--- src/rtl/nnrv_if_pkg.sv ---
// ============================================================================
// Module   : nnrv_if_pkg
// Brief    : Shared constants and helpers for the prefetching fetch stage.
// Revision : 1.0
// ============================================================================
`default_nettype none

package nnrv_if_pkg;

    localparam int INSTR_BYTES = 4;
    localparam int FETCH_BYTES = 8;

    // Clears the byte-offset bits inside one fetch doubleword.
    localparam logic [63:0] FETCH_ALIGN_MASK = ~64'(FETCH_BYTES - 1);

    function automatic int level_width(input int depth);
        return $clog2(depth) + 1;
    endfunction

endpackage

`default_nettype wire

--- src/rtl/nnrv_if_queue.sv ---
// ============================================================================
// Module   : nnrv_if_queue
// Brief    : In-order instruction queue, two pushes and one pop per cycle.
// Revision : 1.0
// ============================================================================
`default_nettype none

module nnrv_if_queue
    import nnrv_if_pkg::*;
#(
    parameter int WIDTH = 96,
    parameter int DEPTH = 4
) (
    input  logic                          i_clk,
    input  logic                          i_rst,
    input  logic                          i_flush,
    input  logic                          i_push0,
    input  logic [WIDTH-1:0]              i_data0,
    input  logic                          i_push1,
    input  logic [WIDTH-1:0]              i_data1,
    input  logic                          i_pop,
    output logic                          o_valid,
    output logic [WIDTH-1:0]              o_head,
    output logic [level_width(DEPTH)-1:0] o_count
);

    localparam int c_ptr_w = $clog2(DEPTH);
    localparam int c_lvl_w = level_width(DEPTH);

    logic [WIDTH-1:0]   r_mem [DEPTH];
    logic [c_ptr_w-1:0] r_wr_ptr;
    logic [c_ptr_w-1:0] r_rd_ptr;
    logic [c_lvl_w-1:0] r_count;
    logic [c_lvl_w-1:0] w_n_push;
    logic               w_pop;

    // i_push1 is only ever raised together with i_push0 (slot order is fixed).
    always_comb begin
        w_n_push = c_lvl_w'(i_push0) + c_lvl_w'(i_push1);
        w_pop    = i_pop && (r_count != '0);
        o_valid  = (r_count != '0);
        o_head   = o_valid ? r_mem[r_rd_ptr] : '0;
        o_count  = r_count;
    end

    always_ff @(posedge i_clk) begin
        if (i_rst || i_flush) begin
            r_wr_ptr <= '0;
            r_rd_ptr <= '0;
            r_count  <= '0;
        end else begin
            r_wr_ptr <= r_wr_ptr + c_ptr_w'(w_n_push);
            r_rd_ptr <= r_rd_ptr + c_ptr_w'(w_pop);
            r_count  <= r_count + w_n_push - c_lvl_w'(w_pop);
        end
    end

    always_ff @(posedge i_clk) begin
        if (i_push0) begin
            r_mem[r_wr_ptr] <= i_data0;
        end
        if (i_push1) begin
            r_mem[r_wr_ptr + c_ptr_w'(1)] <= i_data1;
        end
    end

endmodule

`default_nettype wire

--- src/rtl/nnrv_if_pf.sv ---
// ============================================================================
// Module   : nnrv_if_pf
// Brief    : Prefetching instruction fetch: fetch PC, in-flight read, credits.
// Revision : 1.0
// ============================================================================
`default_nettype none

module nnrv_if_pf
    import nnrv_if_pkg::*;
#(
    parameter int               DATA_WIDTH  = 64,
    parameter int               INSTR_WIDTH = 32,
    parameter int               MASK_WIDTH  = DATA_WIDTH >> 3,
    parameter int               XLEN        = 64,
    parameter int               FIFO_DEPTH  = 4,
    parameter logic [XLEN-1:0]  RESET_PC    = '0
) (
    input  logic                               i_clk,
    input  logic                               i_rst,
    output logic [XLEN-1:0]                    o_ram_rd_addr,
    output logic                               o_ram_rd_en,
    output logic [MASK_WIDTH-1:0]              o_ram_rd_mask,
    input  logic                               i_ram_rd_gnt,
    input  logic [DATA_WIDTH-1:0]              i_ram_rd_data,
    output logic                               o_id_valid,
    output logic [INSTR_WIDTH-1:0]             o_id_instr,
    output logic [XLEN-1:0]                    o_id_cur_pc,
    input  logic                               i_id_ready,
    input  logic                               i_id_jmp_stall,
    input  logic [XLEN-1:0]                    i_id_jmp_pc,
    output logic [level_width(FIFO_DEPTH)-1:0] o_if_level
);

    localparam int              c_lvl_w      = level_width(FIFO_DEPTH);
    localparam int              c_need_w     = c_lvl_w + 1;
    localparam int              c_entry_w    = INSTR_WIDTH + XLEN;
    localparam logic [XLEN-1:0] c_align_mask = FETCH_ALIGN_MASK[XLEN-1:0];
    localparam logic [XLEN-1:0] c_fetch_step = XLEN'(FETCH_BYTES);
    localparam logic [XLEN-1:0] c_instr_step = XLEN'(INSTR_BYTES);
    localparam logic [XLEN-1:0] c_jmp_mask   = ~XLEN'(INSTR_BYTES - 1);

    logic [XLEN-1:0]        r_fetch_pc;
    logic [XLEN-1:0]        r_inflight_pc;
    logic                   r_inflight;
    logic                   r_rst_q;

    logic                   w_push0;
    logic                   w_push1;
    logic                   w_grant;
    logic [INSTR_WIDTH-1:0] w_lo;
    logic [INSTR_WIDTH-1:0] w_hi;
    logic [c_entry_w-1:0]   w_data0;
    logic [c_entry_w-1:0]   w_data1;
    logic [c_entry_w-1:0]   w_head;
    logic [1:0]             w_resp_n;
    logic [c_lvl_w-1:0]     w_count;
    logic [c_need_w-1:0]    w_need;

    always_comb begin
        w_lo     = i_ram_rd_data[INSTR_WIDTH-1:0];
        w_hi     = i_ram_rd_data[DATA_WIDTH-1:INSTR_WIDTH];
        // A jump in the response cycle kills the returning data.
        w_push0  = r_inflight && !i_id_jmp_stall;
        w_push1  = w_push0 && !r_inflight_pc[2];
        w_data0  = r_inflight_pc[2] ? {w_hi, r_inflight_pc} : {w_lo, r_inflight_pc};
        w_data1  = {w_hi, r_inflight_pc + c_instr_step};
        w_resp_n = {1'b0, w_push0} + {1'b0, w_push1};

        // Dequeue is deliberately not credited, so a grant can never overflow.
        w_need   = {1'b0, w_count} + c_need_w'(w_resp_n) + c_need_w'(2);
        o_ram_rd_en   = !i_rst && !r_rst_q && !i_id_jmp_stall &&
                        (w_need <= c_need_w'(FIFO_DEPTH));
        o_ram_rd_addr = r_fetch_pc & c_align_mask;
        o_ram_rd_mask = '1;
        w_grant       = o_ram_rd_en && i_ram_rd_gnt;

        o_id_instr  = w_head[c_entry_w-1:XLEN];
        o_id_cur_pc = w_head[XLEN-1:0];
        o_if_level  = w_count;
    end

    always_ff @(posedge i_clk) begin
        if (i_rst) begin
            r_fetch_pc    <= RESET_PC;
            r_inflight_pc <= '0;
            r_inflight    <= 1'b0;
            r_rst_q       <= 1'b1;
        end else begin
            r_rst_q <= 1'b0;
            if (i_id_jmp_stall) begin
                r_fetch_pc <= i_id_jmp_pc & c_jmp_mask;
                r_inflight <= 1'b0;
            end else begin
                r_inflight <= w_grant;
                if (w_grant) begin
                    r_inflight_pc <= r_fetch_pc;
                    r_fetch_pc    <= (r_fetch_pc & c_align_mask) + c_fetch_step;
                end
            end
        end
    end

    nnrv_if_queue #(
        .WIDTH (c_entry_w),
        .DEPTH (FIFO_DEPTH)
    ) u_queue (
        .i_clk   (i_clk),
        .i_rst   (i_rst),
        .i_flush (i_id_jmp_stall),
        .i_push0 (w_push0),
        .i_data0 (w_data0),
        .i_push1 (w_push1),
        .i_data1 (w_data1),
        .i_pop   (i_id_ready),
        .o_valid (o_id_valid),
        .o_head  (w_head),
        .o_count (w_count)
    );

endmodule

`default_nettype wire
--- config.mk ---
export PLATFORM = sky130hd
export DESIGN_NAME = nnrv_if_pf
export DESIGN_NICKNAME = d
export VERILOG_FILES = /design/src/rtl/nnrv_if_pkg.sv /design/src/rtl/nnrv_if_queue.sv /design/src/rtl/nnrv_if_pf.sv
export SDC_FILE = /design/constraint.sdc
export NUM_CORES = 1
export LEC_CHECK = 0
export CAP_MARGIN = 15
export CELL_PAD_IN_SITES_DETAIL_PLACEMENT = 1
export CELL_PAD_IN_SITES_GLOBAL_PLACEMENT = 1
export CORE_MARGIN = 1.5
export CORE_UTILIZATION = 45
export CTS_CLUSTER_DIAMETER = 40
export DETAILED_ROUTE_END_ITERATION = 16
export PLACE_DENSITY = 0.77
export SETUP_SLACK_MARGIN = 0.5
export SYNTH_ARGS = -nofsm -noshare
export SYNTH_HDL_FRONTEND = slang
export SYNTH_HIERARCHICAL = 1
export SYNTH_SLANG_ARGS = --single-unit
--- constraint.sdc ---
create_clock -name i_clk -period 17.63 [get_ports i_clk]
set_clock_uncertainty 0.1 [all_clocks]
set_input_delay 4.4075 -clock i_clk [delete_from_list [all_inputs] [get_ports i_clk]]
set_output_delay 4.4075 -clock i_clk [all_outputs]
set_load 0.03 [all_outputs]
# Yosys cells after proc, flatten, opt, wreduce, memory -nomap -nowiden
# Memories as Yosys holds them, arrays and structs flattened. A register that Yosys moved wholly into a read port is not among the register bits.
# Index checks and enable logic that the tools add are counted.
# word_totals
regBits	137
latchBits	0
mem_bits_rw	384
romBits	0
inputBits	133
output_inout_bits	173
elab_cells	48
mem_count	1
# classes
add_sub_neg	11
multipliers	0
div_mod_pow	0
n_lt_le_gt_ge	1
n_eq_ne	0
shift	0
mux	10
bitwise_logic	1
n_reduce_logical	16
# mem_list
name	depth	word_bits	read_ports	rd_clocked_by_memory_dff	write_ports	line_no	text
u_queue.r_mem	4	96	1	1	2	nnrv_if_queue.sv:30	logic [WIDTH-1:0] r_mem [DEPTH];
# op_table
cell	count
$mux 96	2
$mux 64	2
$add 64x3->64 const B	1
$add 64x4->64 const B	1
$logic_and 1x1->1	7
$mux 1	5
$add 1x1->2	2
$add 3x2->4	1
$add 4x2->4 const B	1
$le 4x3->1 const B	1
$logic_not 1->1	4
$add 3x3->3	1
$reduce_bool 3->1	1
$sub 3x1->3	1
$add 2x1->2	1
$add 2x1->2 const B	1
$add 2x2->2	1
$mux 2	1
$reduce_and 2->1	1
$reduce_bool 2->1	1
$reduce_or 2->1	1
$logic_or 1x1->1	1
$not 1->1	1

# Logic depth before layout (Yosys ltp)
# logic_depth
word_depth	11
ltp_mapped	15
mapped_depth_nobuf	12

# Modules after synthesis
# Netlist, hierarchy kept.
# modules_own_cells
mod	instances	cells_per_inst	area_each_um2	seq_area_each_um2
nnrv_if_queue	1	1080	19472.4	11671.2
nnrv_if_pf	1	1037	7843.8	2522.4

# Worst setup path after synthesis
# No wires, ideal clock.
# synth_timing
kind	input-to-reg
startpoint	input i_id_jmp_stall
endpoint	memory u_queue.r_mem[0][0] (enable)
setup_ps	683
arrival_ps	11728
t_required_ps	16847
slack_ps	5119
cell_stages	4
path_buffers	1
path_cell_list	clkbuf_1 nor2b_1 nand2b_1 o21ai_0
# synth_lines
item	line_no	text
start, declared	nnrv_if_pf.sv:29	input logic i_id_jmp_stall,
end, declared	nnrv_if_queue.sv:30	

# Worst setup path after layout
# layout_timing
startpoint	input i_id_jmp_stall
endpoint	output o_ram_rd_en
# layout_via
elab_chain_len	8
word_cells_on_any_way	9
classes_between	add/sub (3); order compare (1); reduce/logical (5)
# layout_rtl
item	line_no	text
$logic_not 1->1	nnrv_if_pf.sv:63	w_push0 = r_inflight && !i_id_jmp_stall;
$logic_and 1x1->1	nnrv_if_pf.sv:63	
named net w_push0	nnrv_if_pf.sv:47	logic w_push0;
$logic_and 1x1->1	nnrv_if_pf.sv:64	w_push1 = w_push0 && !r_inflight_pc[2];
named net w_push1	nnrv_if_pf.sv:48	logic w_push1;
$add 1x1->2	nnrv_if_pf.sv:67	w_resp_n = {1'b0, w_push0} + {1'b0, w_push1};
$add 3x2->4	nnrv_if_pf.sv:70	w_need = {1'b0, w_count} + c_need_w'(w_resp_n) + c_need_w'(2);
$add 4x2->4	nnrv_if_pf.sv:70	
$le 4x3->1	nnrv_if_pf.sv:72	(w_need <= c_need_w'(FIFO_DEPTH));
$logic_and 1x1->1	nnrv_if_pf.sv:71	o_ram_rd_en = !i_rst && !r_rst_q && !i_id_jmp_stall &&
end, declared	nnrv_if_pf.sv:21	output logic o_ram_rd_en,
# The timed path passes the listed nets, and every way through them passes these cells.

==> out/qor.csv <==
metric,value,unit
outcome,finished clean,
antenna_found_initial,1,
cellInternalPower,0.002409,W
clock_insertion_delay_worst_skew,0.62,ns
power_density,95.56,nW/um^2
ys_async_sr_fraction,0,%
antennaDiodeCount,0,
power.switching_fraction,24.14,%
cts_resized,0,
cts_setup_buffers,0,
first_global_vias,20370,
timing_hold_violations_final,0,
holdCritPathClass,flop to flop,
arrival,7.74,ns
net-switching-power,0.0007667,W
dpl.hpwl,47.76,mm
syn-instance-count,2117,
clockPowerShare,50.9,%
initial_drc_count,1082,
regToRegEndpoint,r_fetch_pc[19],
combinationalPowerShare,6.9,%
fp.dieH,249.4,um
finalPower,0.003176,W
critical_path_peak_fanout,7,
worst_pin_slew,1.130,ns
cts_htree_levels,3,
finalCritPeriodShare,69.45,%
launch_point_of_the_worst_path,i_id_jmp_stall,
design.portCount,306,
cts.clk_slew.worst_paths,0.05,ns
cellLeakagePower,11.43,nW
cts-buffers-inserted,82,
setup_tns,0,ns
postCtsHoldBufs,0,
route.vias.total,18830,
gpl.final_weighted_congestion,0.8372,
cts_sinks,517,
synthFlopType,sky130_fd_sc_hd__edfxtp_1,
grt_start_max_net_pins,95,
drcViolationCount,0,
r2r.worst_path.cells,13,
initial_utilization,45.43,%
groute.usage.overall,25.45,%
maxSlewHeadroom,24.68,%
period_needed,12.24,ns
dp.cells,3039,
finish.net_count,2483,
yosys_register_bits,517,
synth.yosys.seq_area_share,51.96,%
area_growth_syn_to_layout,21.67,%
setup.worst_path.end,o_ram_rd_en,
max_freq,0.08167,GHz
die_area,62190,um^2
total_gr_overflow,0,
setup.worst_path.start_class,input pin,
setup_repair_after_global_routing_missed_its_margin,no,
grt_pass1_wl,122.1,mm
viasPerCell,5.900,
floorplan.rows,90,
crit_required,13.12,ns
fin_cells,3192,
clockBufferDepth,3,
finalHoldWorstSlack,0.4093,ns
cts.root.buffer_cell,sky130_fd_sc_hd__clkbuf_16,
synth.cell_area,27320,um^2
syn-mean-instance-area,12.90,um^2
timing.final.setup_violations,0,
finalWirelength,79.30,mm
critical_path.reg2reg.startpoint,r_inflight,
mostFrequentLayoutCells,"384 x sky130_fd_sc_hd__mux2_2, 384 x sky130_fd_sc_hd__edfxtp_1, 290 x sky130_fd_sc_hd__clkdlybuf4s50_1",
synth-warning-count,6,
peakVddDrop,62.79,uV
wl_per_cell,24.84,um
tritoncts,built,
fraction_of_layout_instances_using_a_drive_strength_above_1,27.93,%
port_buffers,292,
seq_power_share,42.2,%
detailedRoute.firstPassIterationCount,5,
timing_max_transition_violations_final,0,
worstSetupEndpointType,output port,
post_synth_num_cell_types,63,
coreArea,60130,um^2
timing.max_cap.violations,0,
route.antenna.remaining_nets,0,
synth-edff-count,384,
die_width,249.4,um
reg2reg_slack,12.77,ns
timing_worst_setup_path_type,input pin to output port,
[routing by layer]
metal / routed length, um / vias up / part of all wire [%] / global-route usage (%)
met5: 14 / - / 0.018 / 0
met1: 33340 / 9739 / 42 / 32.76
met2: 39500 / 578 / 50 / 43.50
met3: 4224 / 130 / 5.3 / 3.932
li1: - / 8383 / - / -
met4: 2218 / 2 / 2.8 / 9.286
[power groups by stage]
stage	sequential [W]	clock [W]	combinational [W]
2_1_floorplan	0.00135	0	0.000134
3_3_place_gp	0.00136	0	0.000212
3_5_place_dp	0.00136	0	0.000217
4_1_cts	0.00134	0.00165	0.000219
5_1_grt	0.00134	0.00169	0.000232
6_report	0.00134	0.00162	0.000218
[cells in the mapped netlist (3+ instances only)]
cell                        instances  area share (%)
sky130_fd_sc_hd__mux4_2            96             7.9
sky130_fd_sc_hd__and4_1            14            0.45
sky130_fd_sc_hd__o311ai_0           4            0.13
sky130_fd_sc_hd__or3_1             11            0.25
sky130_fd_sc_hd__o31a_1             3           0.096
sky130_fd_sc_hd__mux2_1            40             1.6
sky130_fd_sc_hd__nor3b_1            3           0.082
sky130_fd_sc_hd__nor2_1            37            0.51
sky130_fd_sc_hd__nor2b_1            3           0.069
sky130_fd_sc_hd__nor4b_1            3           0.096
sky130_fd_sc_hd__buf_1             11            0.15
sky130_fd_sc_hd__a31oi_1           28            0.64
sky130_fd_sc_hd__nor4_1            18            0.41
sky130_fd_sc_hd__inv_1             18            0.25
sky130_fd_sc_hd__o211ai_1          11            0.30
sky130_fd_sc_hd__xnor2_1           59             1.9
sky130_fd_sc_hd__mux2_2           384              16
sky130_fd_sc_hd__buf_4             81             2.2
sky130_fd_sc_hd__and2_1           121             2.8
sky130_fd_sc_hd__a32oi_1            5            0.16
sky130_fd_sc_hd__nand4_1           27            0.62
sky130_fd_sc_hd__o21ai_0           12            0.22
sky130_fd_sc_hd__nand2_1          212             2.9
sky130_fd_sc_hd__or4_1              4            0.11
sky130_fd_sc_hd__a2bb2oi_1          4            0.13
sky130_fd_sc_hd__and3_1            18            0.41
sky130_fd_sc_hd__or2_2              3           0.069
sky130_fd_sc_hd__ha_1               8            0.37
sky130_fd_sc_hd__a21oi_1          103             1.9
sky130_fd_sc_hd__a21o_1             3           0.082
sky130_fd_sc_hd__buf_2             50            0.92
sky130_fd_sc_hd__clkbuf_1          61            0.84
sky130_fd_sc_hd__xor2_1            20            0.64
sky130_fd_sc_hd__nand3_1           57             1.0
sky130_fd_sc_hd__nor3_1            17            0.31
sky130_fd_sc_hd__edfxtp_1         384              42
sky130_fd_sc_hd__o22ai_1           18            0.41
sky130_fd_sc_hd__dfxtp_1          133             9.7
[sequential cells by signal, indices dropped and copies added (netlist names)]
name and count:
r_fetch_pc 62, r_inflight 1, r_inflight_pc 62, r_rst_q 1
u_queue/o_count 3, u_queue/r_mem 384, u_queue/r_rd_ptr 2, u_queue/r_wr_ptr 2
[how the worst min path moves through the flow]
stage | cells after the start | end | startpoint | slack, ns
after floorplan | 2 | r_inflight_pc[2] | r_fetch_pc[2] | 0.33
after global placement | 2 | r_inflight_pc[2] | r_fetch_pc[2] | 0.39
after detailed placement | 2 | r_inflight_pc[2] | r_fetch_pc[2] | 0.39
after CTS | 2 | r_inflight_pc[2] | r_fetch_pc[2] | 0.40
after global routing | 2 | r_inflight_pc[2] | r_fetch_pc[2] | 0.44
final | 2 | r_inflight_pc[24] | r_fetch_pc[24] | 0.41
[area by class of cell]
class,instances,area [um^2]
timing repair buffer,320,3126
sequential,517,14200
tap,782,978.4
multi-input combinational,1400,12060
fill,5989,26900
inverter,20,75.07
clock buffer,92,2162
clock inverter,61,629.4
[per-stage QoR]
stage | utilization [%] | instance area (um^2) | worst slack, ns
6_report | 55.27 | 33230 | 5.385
5_1_grt | 55.27 | 33230 | 5.308
4_1_cts | 55.27 | 33230 | 5.508
3_5_place_dp | 50.63 | 30440 | 5.561
3_3_place_gp | 50.63 | 30440 | 5.653
2_1_floorplan | - | 27410 | 5.119
[cell families (layout without fill, tap and decap cells)]
family | count (synthesis) | count (layout) | share of synthesized area [%]
multiplexers | 521 | 521 | 25.43
AND/OR/NAND/NOR | 557 | 557 | 10.47
flip-flops | 517 | 517 | 51.96
other | 2 | 27 | 0.02749
XOR/XNOR | 81 | 81 | 2.698
buffers and inverters | 225 | 493 | 4.489
AO/OA/AOI/OAI | 205 | 205 | 4.484
adder cells (fa/ha/maj) | 9 | 9 | 0.4397
[critical path: stages]
cell                              delay (ns)
sky130_fd_sc_hd__buf_2                  0.15
sky130_fd_sc_hd__nor2b_1                0.48
sky130_fd_sc_hd__and2_1                 0.48
sky130_fd_sc_hd__ha_1                   0.25
sky130_fd_sc_hd__a21oi_1                0.05
sky130_fd_sc_hd__ha_1                   0.32
sky130_fd_sc_hd__nor2b_1                0.19
sky130_fd_sc_hd__o22ai_1                0.20
sky130_fd_sc_hd__nor4_1                 0.42
sky130_fd_sc_hd__clkdlybuf4s50_1        0.78
No activity file was read; power rests on OpenSTA's default activity.
